===== config.mk =====
export PLATFORM = sky130hd
export DESIGN_NAME = cw_encode_ctrl
export DESIGN_NICKNAME = d
export VERILOG_FILES = /design/src/rtl/cw_encode_ctrl.sv
export SDC_FILE = /design/constraint.sdc
export NUM_CORES = 1
export LEC_CHECK = 0
export ABC_AREA = 1
export CAP_MARGIN = 40
export CORE_MARGIN = 2
export CORE_UTILIZATION = 30
export DETAILED_ROUTE_END_ITERATION = 10
export RECOVER_POWER = 50
export SETUP_SLACK_MARGIN = 0.5
export SYNTH_ARGS = -nofsm -noshare
export SYNTH_HDL_FRONTEND = slang
export SYNTH_SLANG_ARGS = --single-unit

===== constraint.sdc =====
create_clock -name clk -period 4.8 [get_ports clk]
set_input_delay 1.2 -clock clk [delete_from_list [all_inputs] [get_ports clk]]
set_output_delay 1.2 -clock clk [all_outputs]
set_load 0.005 [all_outputs]

===== src/rtl/cw_encode_ctrl.sv =====
// Sequencer for the constant-weight encoder core: serialises host bytes into the
// core's bit interface, issues start, and collects codewords into a tagged output FIFO.
module cw_encode_ctrl #(
    parameter int CW_WORDS    = 38,
    parameter int OFIFO_DEPTH = 4,
    parameter int TIMEOUT     = 1023
) (
    input  logic        clk,
    input  logic        rst,
    input  logic        frame_start,
    output logic        busy,
    input  logic        msg_valid,
    input  logic [7:0]  msg_byte,
    output logic        msg_ready,
    output logic        enc_start,
    output logic        enc_bin_msg,
    output logic        enc_fifoempty,
    input  logic        enc_readfifo,
    input  logic [9:0]  enc_cw_word,
    input  logic        enc_ready,
    input  logic        enc_done,
    output logic        out_valid,
    output logic [9:0]  out_word,
    output logic [5:0]  out_idx,
    output logic        out_last,
    input  logic        out_ready,
    output logic        frame_done,
    output logic [1:0]  err
);

    localparam int PW  = (OFIFO_DEPTH > 1) ? $clog2(OFIFO_DEPTH) : 1;
    localparam int LW  = PW + 1;
    localparam int WDW = $clog2(TIMEOUT + 1);

    localparam logic [1:0] ST_IDLE  = 2'd0;
    localparam logic [1:0] ST_START = 2'd1;
    localparam logic [1:0] ST_RUN   = 2'd2;
    localparam logic [1:0] ST_FLUSH = 2'd3;

    logic [1:0]     state;
    logic [15:0]    bit_buf;
    logic [4:0]     bit_cnt;
    logic [5:0]     word_cnt;
    logic [WDW-1:0] wd_cnt;
    logic [1:0]     err_q;
    logic           busy_q;
    logic           enc_start_q;
    logic           frame_done_q;

    logic [15:0]    fifo_mem [OFIFO_DEPTH];
    logic [PW-1:0]  wr_ptr;
    logic [PW-1:0]  rd_ptr;
    logic [LW-1:0]  level;
    logic           out_valid_q;
    logic [9:0]     out_word_q;
    logic [5:0]     out_idx_q;
    logic           out_last_q;

    logic           in_run;
    logic           fifo_tight;
    logic           byte_acc;
    logic           bit_pop;
    logic           cw_push_req;
    logic           fifo_push;
    logic           fifo_pop;
    logic           activity;
    logic           wd_expire;
    logic [15:0]    buf_shift;
    logic [4:0]     cnt_base;
    logic [15:0]    buf_nxt;
    logic [4:0]     cnt_nxt;
    logic [5:0]     wc_nxt;
    logic [15:0]    push_data;
    logic [PW-1:0]  rd_nxt;
    logic [LW-1:0]  level_nxt;
    logic [15:0]    head_nxt;

    assign in_run     = (state == ST_RUN);
    // Keep two free slots so a codeword already in the core's pipeline still fits.
    assign fifo_tight = (level >= LW'(OFIFO_DEPTH - 1));

    assign enc_fifoempty = (bit_cnt == 5'd0) || fifo_tight;
    assign msg_ready     = in_run && (bit_cnt <= 5'd8);

    assign byte_acc    = msg_valid && msg_ready;
    assign bit_pop     = in_run && enc_readfifo && !enc_fifoempty;
    assign cw_push_req = in_run && enc_ready;
    assign fifo_pop    = out_ready && (level != '0);
    assign fifo_push   = cw_push_req && ((level != LW'(OFIFO_DEPTH)) || fifo_pop);
    assign push_data   = {enc_cw_word, word_cnt};

    assign activity  = enc_readfifo || enc_ready || byte_acc;
    assign wd_expire = in_run && !activity && (wd_cnt == WDW'(TIMEOUT - 1));

    always_comb begin
        buf_shift = bit_pop ? {bit_buf[14:0], 1'b0} : bit_buf;
        cnt_base  = bit_cnt - {4'd0, bit_pop};
        buf_nxt   = buf_shift;
        cnt_nxt   = cnt_base;
        // Bits are MSB-aligned; a new byte lands directly behind the valid bits.
        if (byte_acc) begin
            buf_nxt = buf_shift | ({msg_byte, 8'h00} >> cnt_base);
            cnt_nxt = cnt_base + 5'd8;
        end
    end

    always_comb begin
        wc_nxt = word_cnt;
        if (cw_push_req && (word_cnt != 6'd63)) begin
            wc_nxt = word_cnt + 6'd1;
        end
    end

    always_comb begin
        rd_nxt    = fifo_pop ? (rd_ptr + PW'(1)) : rd_ptr;
        level_nxt = level + LW'(fifo_push) - LW'(fifo_pop);
        head_nxt  = (fifo_push && (wr_ptr == rd_nxt)) ? push_data : fifo_mem[rd_nxt];
    end

    always_ff @(posedge clk) begin
        if (fifo_push) begin
            fifo_mem[wr_ptr] <= push_data;
        end
    end

    always_ff @(posedge clk or posedge rst) begin
        if (rst) begin
            wr_ptr      <= '0;
            rd_ptr      <= '0;
            level       <= '0;
            out_valid_q <= 1'b0;
            out_word_q  <= '0;
            out_idx_q   <= '0;
            out_last_q  <= 1'b0;
        end else begin
            if (fifo_push) begin
                wr_ptr <= wr_ptr + PW'(1);
            end
            rd_ptr      <= rd_nxt;
            level       <= level_nxt;
            out_valid_q <= (level_nxt != '0);
            if (level_nxt != '0) begin
                out_word_q <= head_nxt[15:6];
                out_idx_q  <= head_nxt[5:0];
                out_last_q <= (head_nxt[5:0] == 6'(CW_WORDS - 1));
            end else begin
                out_word_q <= '0;
                out_idx_q  <= '0;
                out_last_q <= 1'b0;
            end
        end
    end

    always_ff @(posedge clk or posedge rst) begin
        if (rst) begin
            state        <= ST_IDLE;
            bit_buf      <= '0;
            bit_cnt      <= '0;
            word_cnt     <= '0;
            wd_cnt       <= '0;
            err_q        <= '0;
            busy_q       <= 1'b0;
            enc_start_q  <= 1'b0;
            frame_done_q <= 1'b0;
        end else begin
            frame_done_q <= 1'b0;
            case (state)
                ST_IDLE: begin
                    if (frame_start) begin
                        state       <= ST_START;
                        busy_q      <= 1'b1;
                        enc_start_q <= 1'b1;
                        bit_buf     <= '0;
                        bit_cnt     <= '0;
                        word_cnt    <= '0;
                        wd_cnt      <= '0;
                        err_q       <= '0;
                    end
                end
                ST_START: begin
                    enc_start_q <= 1'b0;
                    state       <= ST_RUN;
                end
                ST_RUN: begin
                    bit_buf  <= buf_nxt;
                    bit_cnt  <= cnt_nxt;
                    word_cnt <= wc_nxt;
                    wd_cnt   <= activity ? '0 : (wd_cnt + WDW'(1));
                    if (enc_done) begin
                        if (wc_nxt != 6'(CW_WORDS)) begin
                            err_q[0] <= 1'b1;
                        end
                        state   <= ST_FLUSH;
                        bit_buf <= '0;
                        bit_cnt <= '0;
                    end else if (wd_expire) begin
                        err_q[1] <= 1'b1;
                        state    <= ST_FLUSH;
                        bit_buf  <= '0;
                        bit_cnt  <= '0;
                    end
                end
                default: begin
                    bit_buf <= '0;
                    bit_cnt <= '0;
                    if (level == '0) begin
                        frame_done_q <= 1'b1;
                        busy_q       <= 1'b0;
                        state        <= ST_IDLE;
                    end
                end
            endcase
        end
    end

    assign busy        = busy_q;
    assign enc_start   = enc_start_q;
    assign enc_bin_msg = bit_buf[15];
    assign frame_done  = frame_done_q;
    assign err         = err_q;
    assign out_valid   = out_valid_q;
    assign out_word    = out_word_q;
    assign out_idx     = out_idx_q;
    assign out_last    = out_last_q;

endmodule


After elaboration in Yosys (flattened, before gate mapping)
Memories as Yosys holds them, arrays and structs flattened.
Index checks and enable logic that the tools add are counted.
{"block": "word_totals", "ramBits": 64, "memories": 1, "input_bits": 26, "out_inout_bits": 26, "regBits": 69, "word_cells": 122}
{"block": "op_classes", "magnitude_cmp": 2, "bitwise": 3, "muxes": 41, "n_shift": 1, "addsub": 8, "reduce_logical": 35, "eq_ne": 14}
{"name": "fifo_mem", "depth": 4, "width": 16, "read_ports": 1, "rd_clocked_by_memory_dff": 0, "write_ports": 1, "line_no": "50", "text": "logic [15:0] fifo_mem [OFIFO_DEPTH];"}
{"cell": "2-to-1 mux 16 bit", "n": 6}
{"cell": "case mux 16 bit (3 select lines)", "n": 1}
{"cell": "2-to-1 mux 10 bit", "n": 3}
{"cell": "2-to-1 mux 5 bit", "n": 4}
{"cell": "case mux 10 bit (2 select lines)", "n": 1}
{"cell": "2-to-1 mux 6 bit", "n": 3}
{"cell": "bitwise OR 16 bit", "n": 1}
{"cell": ">> shifter 16 x 5 -> 16 bit", "n": 1}
{"cell": "case mux 5 bit (3 select lines)", "n": 1}
{"cell": "2-to-1 mux 2 bit", "n": 6}
{"cell": "!= test 6 bit (second input constant)", "n": 2}
{"cell": "case mux 6 bit (2 select lines)", "n": 1}
{"cell": "logical AND 1 bit", "n": 11}
{"cell": "2-to-1 mux 1 bit", "n": 11}
{"cell": "adder 10 x 1 -> 10 bit (second input constant)", "n": 1}
{"cell": "equality test 10 bit (second input constant)", "n": 1}
{"cell": "AND reduction 4 bit", "n": 2}
{"cell": "adder 6 x 1 -> 6 bit (second input constant)", "n": 1}
{"cell": "equality test 6 bit (second input constant)", "n": 1}
{"cell": "!= test 2 bit (second input constant)", "n": 3}
{"cell": "case mux 2 bit (3 select lines)", "n": 1}
{"cell": "AND reduction 2 bit", "n": 3}
{"cell": "AND reduction 3 bit", "n": 2}
{"cell": "nonzero test 2 bit", "n": 3}
{"cell": "other kinds (25)", "n": 34}

Logic depth before layout (Yosys ltp)
Gate-level depths: netlist of the first run.
{"block": "logic_depth", "word_depth": 11, "ltp_mapped": 23, "mapped_depth_nobuf": 21}

Worst setup path after synthesis of the first run
Ideal clock, no wire load.
{"block": "synth_timing", "path_type": "input port to flip-flop", "start": "in enc_ready", "end": "reg out_word_q[0] (netlist: out_word[0])", "arrival_time_ns": 3.341, "setup_slack_ns": 1.338, "path_buffers": 2, "cell_stages": 14, "setup_time_ns": 0.121, "cell_sequence": "nand2_1 > a31oi_1 > buf_2 > nand2_1 > o21ai_0 > ha_1 > inv_1 > fa_1 > inv_1 > nor3_1 > inv_1 > clkbuf_1 > o21ai_0 > nor2_1"}
{"block": "synth_between", "elab_chain_cells": 6, "elab_cells_between_ends": 8, "cone_classes": "add/sub (2); mux (2); reduce/logical (4)"}
{"item": "start, declared", "line_no": "20", "text": "input logic enc_ready,"}
{"item": "logical AND 1 bit", "line_no": "87", "text": "assign cw_push_req = in_run && enc_ready;"}
{"item": "logical AND 1 bit", "line_no": "89", "text": "assign fifo_push = cw_push_req && ((level != LW'(OFIFO_DEPTH)) || fifo_pop);"}
{"item": "adder 3 x 1 -> 3 bit", "line_no": "116", "text": "level_nxt = level + LW'(fifo_push) - LW'(fifo_pop);"}
{"item": "subtractor 3 x 1 -> 3 bit", "line_no": "116"}
{"item": "via level_nxt[1]", "line_no": "75", "text": "logic [LW-1:0] level_nxt;"}
{"item": "nonzero test 3 bit", "line_no": "142", "text": "if (level_nxt != '0) begin"}
{"item": "2-to-1 mux 10 bit", "line_no": "142"}
{"item": "end signal, assigned", "line_no": "143", "text": "out_word_q <= head_nxt[15:6];"}
{"item": "end, declared", "line_no": "55", "text": "logic [9:0] out_word_q;"}
The timed path passes the listed nets, and every way through them passes these cells.
A chain may end at the register's enable or synchronous reset.

Final worst setup path of the first run
{"block": "layout_timing", "start": "in out_ready", "end": "reg out_last_q (netlist: out_last)"}
{"block": "layout_between", "elab_chain_cells": 7, "elab_cells_between_ends": 13, "cone_classes": "add/sub (2); eq/ne (2); mux (3); reduce/logical (5); memory (1)"}
{"item": "start, declared", "line_no": "26", "text": "input logic out_ready,"}
{"item": "logical AND 1 bit (*)", "line_no": "88", "text": "assign fifo_pop = out_ready && (level != '0);"}
{"item": "logical OR 1 bit", "line_no": "89"}
{"item": "logical AND 1 bit", "line_no": "89"}
{"item": "adder 3 x 1 -> 3 bit", "line_no": "116"}
{"item": "subtractor 3 x 1 -> 3 bit (*)", "line_no": "116"}
{"item": "via level_nxt[2]", "line_no": "75"}
{"item": "nonzero test 3 bit (*)", "line_no": "142"}
{"item": "2-to-1 mux 1 bit (*)", "line_no": "142"}
{"item": "end signal, assigned", "line_no": "145", "text": "out_last_q <= (head_nxt[5:0] == 6'(CW_WORDS - 1));"}
{"item": "end, declared", "line_no": "57", "text": "logic out_last_q;"}
The timed path passes the listed nets; every way through them passes the cells marked *.

==> results.ini, run 1 <==
[drt]
drc=0
viasPerCell=4.69
vias=5089
first_iter_violations=314
wl_per_cell_um=14.0
ant_nets=0
routed_wl_mm=15.2
first_pass_iters=4

[sta]
setup-tns-final_ns=0
hold_viol=0
maxSlewHeadroom=0.232
fin_hold_ws_ns=0.489
fin_skew_ns=0.0173
setup_violations=0
fin_crit_sh=0.767
rsz0062_at_grt=no
fmax_mhz=272
worst_slew_pin_slew_ns=1.15
slew_viol_final=0
period_minus_slack_ns=3.68

[synthesis]
yosys-top-cells-count=171 x nand2_1, 82 x nor2_1, 70 x o21ai_0
yosysMostFrequentCell=nand2_1
postSynthAreaPerCell_um2=9.04
synth-edff-count=64
synth_top_area_share=0.290
yosys_most_used_dff=dfrtp_1
async_flop_share=0.519
synthTopCellsByArea=edfxtp_1 29%, dfrtp_1 26%, nand2_1 9.7%, o21ai_0 5.3%, nor2_1 4.6%
yosysWarnings=0
synthCells=734
yosys_register_bits=133
ys_seq_area_frac=0.550
synth_top_cell_by_area=edfxtp_1
syn-num-nets=776
ys_types=37
syn_area_um2=6630

[clock_tree]
clk-insertion-delay-late_ns=0.43
htree_levels=4
cts-root-buf=clkbuf_16
cts_resized=0
numCtsBuffers=17
cts_tree=yes
post_cts_buffers=0
path_clk_slew_ns=0.06
cts_hold_buf=0
clockBufferDepth=2
cts.sinks=133

[finish]
seqCellArea_um2=3650
fillers=2202
syn2layout_area_growth_pct=21.1
final_nets=833
drive_above_1_share=0.0784
multi_input_area_um2=2570
num_antenna_cells=0

[global_route]
grt_overflow=0
grt_antenna_before_repair=0
grtUsageTotal=0.134
grt_pass1_wl_mm=24.8
grt_max_degree=46
grt_pass1_vias=4778

[floorplanning]
coreArea_um2=21800
start_util=0.305
rows=54
die_w_um=153
die_area_um2=23300
dieHeight_um=153
pin_count=52

[critical_path]
critPathSlowestCell=dlygate4sd3_1
critPathRequiredTime_ns=5.15
cpPeakStageDelay_ns=0.66
crit_type=input port to register
cp.arrival_ns=4.03
path_cells=dlygate4sd3_1, clkinv_1, a31oi_1, nand2_1, o21ai_0, ha_1, inv_1, fa_1, xnor2_1, nor3_1, buf_4, inv_1, nand2_1, nor2_2, nand2_1, nor2_1
crit_path_max_fanout=12
cp_common_cell=nand2_1
worst_setup_path_start_kind=input port
crit_path_end_kind=register

[worst_hold_path]
hp-class=register to register

[placed_design]
hpwl_mm=10.0
portBuffers=51
gp_congestion=0.819

[power_and_ir_drop]
leakage_nw=3.54
ir_drop_uv=358
p_per_area_nw_per_um2=561

[flow_run]
cap_violations=0

[outcome]
status=completed

final timing paths:
check,start,slack (ns),cells past startpoint,to
max,out_ready,1.12,16,out_last$_DFF_PP0_
min,busy$_DFFE_PP0P_,0.49,1,busy$_DFFE_PP0P_
max reg2reg,state[0]$_DFFE_PP0P_,1.53,17,out_last$_DFF_PP0_
min reg2reg,busy$_DFFE_PP0P_,0.49,1,busy$_DFFE_PP0P_
max in group asynchronous,rst,1.60,3,state[0]$_DFFE_PP0P_
min in group asynchronous,rst,1.48,2,out_word[0]$_DFF_PP0_
layer usage:
metal,vias to the layer above,part of all wire,global-route usage
li1,2559,-,-
met1,2393,0.49,0.182
met2,125,0.45,0.209
met3,12,0.046,0.0347
met4,0,0.0096,0.0450
met5,-,0,0
flip-flops by register name (all words and copies together), names as in the netlist:
signal	flops
fifo_mem	64
bit_buf	16
out_word	10
wd_cnt	10
out_idx	6
word_cnt	6
bit_cnt	5
level	3
err	2
rd_ptr	2
state	2
wr_ptr	2
busy	1
enc_start	1
frame_done	1
out_last	1
out_valid	1
kinds of logic (layout without fill, tap and decap cells):
group / Yosys count / count (layout) / share of synthesized area
XOR/XNOR: 10 / 10 / 0.0132
adder cells (fa/ha/maj): 16 / 16 / 0.0313
buffers and inverters: 98 / 168 / 0.0605
AND/OR/NAND/NOR: 343 / 343 / 0.228
multiplexers: 13 / 13 / 0.0196
AO/OA/AOI/OAI: 121 / 121 / 0.0975
flip-flops: 133 / 133 / 0.550
final cells by class:
cell class | count | share of cell area
Multi-Input combinational cell | 503 | 0.320
Inverter | 75 | 0.0351
Tap cell | 280 | 0.0436
Timing Repair Buffer | 61 | 0.0721
Clock inverter | 13 | 0.0213
Clock buffer | 19 | 0.0539
Sequential cell | 133 | 0.454
cell usage in the layout, fill, tap and decap left out, types with 3 or more instances in the layout:
cell               n
nand2_1          171
nor2_1            84
inv_1             70
o21ai_0           70
dfrtp_1           69
edfxtp_1          64
nand3_1           43
clkdlybuf4s50_1   37
a21oi_1           19
o22ai_1           18
clkbuf_16         17
ha_1              15
dlygate4sd3_1     14
mux2i_1           13
nand4_1           10
xor2_1             9
buf_4              8
nand3b_1           7
nand2_2            6
o21ai_1            6
nor3_1             5
nand2_4            5
inv_6              5
nor2_2             4
inv_2              4
nand3_2            3
bufinv_16          3
clkbuf_1           3
metrics by stage:
| step | area [um^2] | setup slack, ns | power (W) | utilization | instances |
|---|---|---|---|---|---|
| 3_5_place_dp | 7450 | 0.786 | 0.00322 | 0.342 | 1052 |
| 3_3_place_gp | 7450 | 0.890 | 0.00319 | 0.342 | 1052 |
| 5_1_grt | 8030 | 0.764 | 0.00483 | 0.369 | 1084 |
| 2_1_floorplan | 6630 | 1.34 | 0.00264 | - | 734 |
| 4_1_cts | 8050 | 1.23 | 0.00457 | 0.370 | 1084 |
| 6_report | 8030 | 1.12 | 0.00450 | 0.369 | 1084 |
power by group:
group	total [W]	internal [W]	switching (W)
Sequential	0.00154	0.00142	0.000125
Combinational	0.00162	0.000588	0.00103
Clock	0.00134	0.000825	0.000517
Total	0.00450	0.00283	0.00167
critical path, delay by kind of cell:
kind,cells,cell delay (ns)
AOI/OAI and AO/OA,2,0.30
xor gates and xnor gates,1,0.21
adders and majority gates,2,0.54
buffers and inverters,5,1.30
and+or+nand+nor,6,0.50
No activity file was read; power rests on OpenSTA's default activity.
==> inputs of run 2 (changes only) <==
==> constraint.sdc (replaced) <==
create_clock -name clk -period 3.8 [get_ports clk]
set_input_delay 0.95 -clock clk [delete_from_list [all_inputs] [get_ports clk]]
set_output_delay 0.95 -clock clk [all_outputs]
set_load 0.005 [all_outputs]
==> results.ini, run 2 (synthesis gave the netlist of run 1 again) <==
[finish]
multi_input_area_um2=2570  ; +0.20%
top_register=fifo_mem
fillers=2231  ; +1.3%
layout_common_cells=171 x nand2_1, 84 x nor2_1, 70 x o21ai_0
drive_above_1_share=0.0936  ; +0.0152
fin_area_um2=8080  ; +0.58%
reg_top3=fifo_mem (64), bit_buf (16)
fin_cells=1092  ; +0.74%
seqCellArea_um2=3650  ; unchanged
largest_register_ffs=64  ; unchanged
syn2layout_area_growth_pct=21.8
layout_commonest_cell=nand2_1
utilization=0.371  ; +0.00213
num_antenna_cells=0  ; unchanged
final_nets=841  ; +0.96%

[global_route]
grt_overflow=0  ; unchanged
grt_antenna_before_repair=0  ; unchanged
grt_busiest_layer=met2
grtUsageMet2=0.207  ; -0.00214
met1_usage=0.181  ; -0.000446
grt_pass1_vias=4948  ; +3.6%
grt_max_degree=70  ; +52%
grt_pass1_wl_mm=24.8  ; +0.17%
use_met3=0.0338  ; -0.000853
grtUsageTotal=0.133  ; -0.00125

[sta]
maxSlewHeadroom=-0.198  ; -0.429
rsz0062_at_grt=no
fin_crit_sh=0.846
fin_hold_ws_ns=0.493  ; +0.00389 ns
period_minus_slack_ns=3.22
fin_skew_ns=0.0128  ; -0.00450 ns
setup_violations=0  ; unchanged
worst_slew_pin_slew_ns=1.80  ; +0.644 ns
setup-tns-final_ns=0  ; unchanged
slew_viol_final=70  ; +70
hold_viol=0  ; unchanged
fmax_mhz=311

[placed_design]
place_area_um2=7520  ; +0.97%
hpwl_mm=10.0  ; -0.38%
dp.cells=1060  ; +0.76%
portBuffers=51  ; unchanged
gp_congestion=0.834  ; +1.9%

[power_and_ir_drop]
leakage_nw=3.57  ; +0.77%
ir_drop_uv=429  ; +20%
p_per_area_nw_per_um2=702  ; +25%

[floorplanning]
coreArea_um2=21800  ; unchanged
rows=54  ; unchanged
dieHeight_um=153  ; unchanged
start_util=0.305  ; unchanged
die_w_um=153  ; unchanged
die_area_um2=23300  ; unchanged
pin_count=52  ; unchanged

[clock_tree]
post_cts_buffers=0  ; unchanged
cts_tree=yes
cts.sinks=133  ; unchanged
clk-insertion-delay-late_ns=0.43  ; about the same
clockBufferDepth=2  ; unchanged
htree_levels=4  ; unchanged
numCtsBuffers=17  ; unchanged
cts-root-buf=clkbuf_16
path_clk_slew_ns=0.07  ; about the same

[critical_path]
crit_path_max_fanout=12  ; unchanged
worst_setup_path_start_kind=input port
crit_type=input port to register
crit_path_end_kind=register
reg2reg_slack_ns=1.04  ; -0.49 ns
critPathRequiredTime_ns=4.12  ; -1.03 ns
cp.arrival_ns=3.53  ; -0.50 ns

[drt]
viasPerCell=4.66  ; -0.79%
vias=5086  ; -0.059%
first_pass_iters=5  ; +1
ant_nets=0  ; unchanged
drc=0  ; unchanged
routed_wl_mm=15.0  ; -1.6%
wl_per_cell_um=13.7  ; -2.3%
first_iter_violations=270  ; -14%

[outcome]
violations=capacitance limit, slew limit
status=complete, but fails checks

[flow_run]
cap_violations=1  ; +1

[worst_hold_path]
hp-class=register to register

-- run 2: cell count changes in the layout (fill, tap and decap cells not counted), moves of 2 or more --
cell	change
inv_8	+3
clkinv_1	+2
inv_2	+3
buf_4	+8
inv_1	-4
clkbuf_1	-2
bufinv_16	-2
-- run 2: worst paths after layout --
check / from / endpoint / cells after the start
min reg2reg: wd_cnt[7]$_DFFE_PP0P_ / wd_cnt[7]$_DFFE_PP0P_ / 1
min in group asynchronous: rst / out_valid$_DFF_PP0_ / 3
max in group asynchronous: rst / bit_buf[11]$_DFFE_PP0P_ / 3
min: wd_cnt[7]$_DFFE_PP0P_ / wd_cnt[7]$_DFFE_PP0P_ / 1
max: out_ready / out_last$_DFF_PP0_ / 15
max reg2reg: state[0]$_DFFE_PP0P_ / out_last$_DFF_PP0_ / 16
-- run 2: cell type report --
| cell class | count | area share |
|---|---|---|
| Timing Repair Buffer | 69 | 0.0792 |
| Sequential cell | 133 | 0.452 |
| Inverter | 75 | 0.0349 |
| Multi-Input combinational cell | 503 | 0.318 |
| Tap cell | 280 | 0.0434 |
| Clock inverter | 15 | 0.0198 |
| Clock buffer | 17 | 0.0527 |
-- run 2: per-layer routing --
layer / up-vias / wire (um)
li1: 2583 / -
met1: 2360 / 7260
met2: 126 / 6800
met3: 17 / 731
met4: 0 / 161
met5: - / 0
-- run 2: what timing repair did --
action | 4_1_cts | 5_1_grt
endpoints found under the setup margin | 0 | 13
resized for setup | 0 | 2
hold buffers | 0 | 0
-- run 2: critical path, cell delays in order --
cell and delay (ns):
dlygate4sd3_1 0.67, clkinv_1 0.10, a31oi_1 0.22, nand2_1 0.07
o21ai_0 0.08, ha_1 0.18, inv_1 0.05, fa_1 0.47
inv_1 0.06, nor3_2 0.27, inv_2 0.17, nand2_1 0.11
nor2_2 0.04, nand2_1 0.06, nor2_1 0.03
-- run 2: through the flow --
| stage | setup slack, ns | power [W] |
|---|---|---|
| final | 0.585 | 0.00567 |
| after global routing | 0.376 | 0.00610 |
| after CTS | 0.505 | 0.00574 |
| after detailed placement | 0.0564 | 0.00409 |
| after global placement | 0.116 | 0.00405 |
| after floorplan | 0.588 | 0.00334 |
-- run 2: power by group --
part / total (W) / switching, W / internal (W)
Sequential: 0.00195 / 0.000163 / 0.00179
Combinational: 0.00209 / 0.00131 / 0.000779
Clock: 0.00163 / 0.000700 / 0.000929
Total: 0.00567 / 0.00217 / 0.00350
==> inputs of run 3 (changes only) <==
==> constraint.sdc (replaced) <==
create_clock -name clk -period 2.85 [get_ports clk]
set_input_delay 0.7125 -clock clk [delete_from_list [all_inputs] [get_ports clk]]
set_output_delay 0.7125 -clock clk [all_outputs]
set_load 0.005 [all_outputs]
==> results.ini, run 3 (synthesis gave the netlist of run 1 again) <==
[outcome]
status=completed

[finish]
fillers=2166  ; -2.9%
final_nets=893  ; +6.2%
layout_common_cells=152 x nand2_1, 75 x nor2_1, 68 x dfrtp_1
num_antenna_cells=0  ; unchanged
syn2layout_area_growth_pct=33.7
drive_above_1_share=0.230  ; +0.137
multi_input_area_um2=2960  ; +15%
top_register=fifo_mem
seqCellArea_um2=3650  ; about the same
largest_register_ffs=64  ; unchanged
reg_top3=fifo_mem (64), bit_buf (16)
layout_commonest_cell=nand2_1

[sta]
worst_slew_pin_slew_ns=1.11  ; -0.691 ns
fmax_mhz=389
setup-tns-final_ns=0  ; unchanged
hold_viol=0  ; unchanged
fin_hold_ws_ns=0.488  ; -0.00486 ns
slew_viol_final=0  ; -100%
fin_skew_ns=0.00778  ; -0.00502 ns
setup_ws_ns=0.277  ; -0.308 ns
fin_crit_sh=0.903
maxSlewHeadroom=0.259  ; +0.457
rsz0062_at_grt=yes
setup_violations=0  ; unchanged
period_minus_slack_ns=2.57

[critical_path]
path_cells=inv_1, ha_4, nand2_8, a31oi_4, nand2_1, o21ai_1, ha_2, inv_2, fa_2, inv_2, nor3_4, buf_12, clkinvlp_4, o21ai_1, nor2_1
crit_path_max_fanout=6  ; -6
worst_setup_path_start_kind=register
crit_path_end_kind=register
cpPeakStageDelay_ns=0.53  ; -0.14 ns
cp.arrival_ns=2.89  ; -0.64 ns
crit_type=register to register
critPathRequiredTime_ns=3.16  ; -0.96 ns
critPathSlowestCell=fa_2

[global_route]
grt_antenna_before_repair=0  ; unchanged
grt_max_degree=31  ; -56%
grt_pass1_vias=5147  ; +4.0%
grt_overflow=0  ; unchanged
grt_pass1_wl_mm=25.6  ; +3.1%
grtUsageTotal=0.136  ; +0.00298

[drt]
ant_nets=0  ; unchanged
viasPerCell=4.67  ; +0.17%
first_iter_violations=263  ; -2.6%
first_pass_iters=5  ; unchanged
drc=0  ; unchanged
wl_per_cell_um=13.8  ; +0.59%
routed_wl_mm=15.8  ; +5.4%
vias=5337  ; +4.9%

[power_and_ir_drop]
ir_drop_uv=515  ; +20%
p_per_area_nw_per_um2=921  ; +31%
p_clk_frac=0.253  ; -0.034
sequentialPowerShare=0.318  ; -0.027
switchingPower_w=0.00307  ; +41%
intPower_w=0.00510  ; +46%
leakage_nw=3.86  ; +8.3%
p_comb_frac=0.429  ; +0.061
swShare=0.376  ; -0.00708

[clock_tree]
path_clk_slew_ns=0.06  ; about the same
numCtsBuffers=17  ; unchanged
cts-root-buf=clkbuf_16
clk-insertion-delay-late_ns=0.42  ; about the same
htree_levels=4  ; unchanged
clockBufferDepth=2  ; unchanged
cts.sinks=133  ; unchanged
cts_tree=yes

[floorplanning]
pin_count=52  ; unchanged
dieHeight_um=153  ; unchanged
die_area_um2=23300  ; unchanged
coreArea_um2=21800  ; unchanged
die_w_um=153  ; unchanged
start_util=0.305  ; unchanged
rows=54  ; unchanged

[placed_design]
gp_congestion=0.814  ; -2.5%
hpwl_mm=10.5  ; +5.0%
portBuffers=51  ; unchanged
dp_slack_ns=-0.405  ; -0.462 ns

[flow_run]
cap_violations=0  ; -1

[worst_hold_path]
hp-class=register to register

## run 3: path summary, 6_finish.rpt
| path | start | endpoint | slack, ns | cells after the start |
|---|---|---|---|---|
| setup / recovery | state[0]$_DFFE_PP0P_ | out_word[0]$_DFF_PP0_ | 0.28 | 15 |
| hold / removal | wd_cnt[7]$_DFFE_PP0P_ | wd_cnt[7]$_DFFE_PP0P_ | 0.49 | 1 |
| setup reg to reg | state[0]$_DFFE_PP0P_ | out_word[0]$_DFF_PP0_ | 0.28 | 15 |
| hold reg to reg | wd_cnt[7]$_DFFE_PP0P_ | wd_cnt[7]$_DFFE_PP0P_ | 0.49 | 1 |
| max in group asynchronous | rst | bit_buf[2]$_DFFE_PP0P_ | 0.56 | 3 |
| min in group asynchronous | rst | out_word[8]$_DFF_PP0_ | 0.96 | 2 |
## run 3: power groups by stage
stage	clock network, W	registers (W)	logic, W
global placement	0	0.00266	0.00303
finish	0.00207	0.00260	0.00350
detailed placement	0	0.00266	0.00307
floorplan	0	0.00260	0.00205
CTS	0.00211	0.00260	0.00335
global route	0.00219	0.00264	0.00389
## run 3: area by class of cell
class / count / share of cell area
clock buffer: 19 / 0.0488
clock inverter: 13 / 0.0140
inverter: 75 / 0.0336
multi-input combinational: 503 / 0.333
sequential: 133 / 0.412
tap: 280 / 0.0395
timing repair buffer: 120 / 0.118
timing repair inverter: 1 / 0.000847
## run 3: stage by stage
step	power, W	utilization	std cells	area (um^2)
after CTS	0.00805	0.395	1136	8590
after global placement	0.00569	0.362	1088	7870
after global routing	0.00872	0.408	1144	8870
after detailed placement	0.00572	0.362	1088	7870
final	0.00817	0.408	1144	8870
after floorplan	0.00465	-	734	6820
## run 3: routing by layer
layer  wire length, um  global-route usage  up-vias
met2              7480               0.219      108
met4               158              0.0379        0
met3               659              0.0321       11
met5                 0                   0        -
li1                  -                   -     2686
met1              7470               0.183     2532
## run 3: repair_timing
action | CTS | global route
buffers inserted | 15 | 8
endpoints found under the setup margin | 36 | 39
cloned | 1 | 0
hold buffers | 0 | 0
gates resized for setup | 23 | 75
hold endpoints to repair | 0 | 0
pin swaps | 6 | 31
## run 3: critical path, delay by kind of cell (launching register included)
kind	cells	cell delay, ns
adders and majority gates	3	0.91
buffers and inverters	5	0.48
DFF	1	0.38
and+or+nand+nor	4	0.38
AOI/OAI and AO/OA	3	0.33
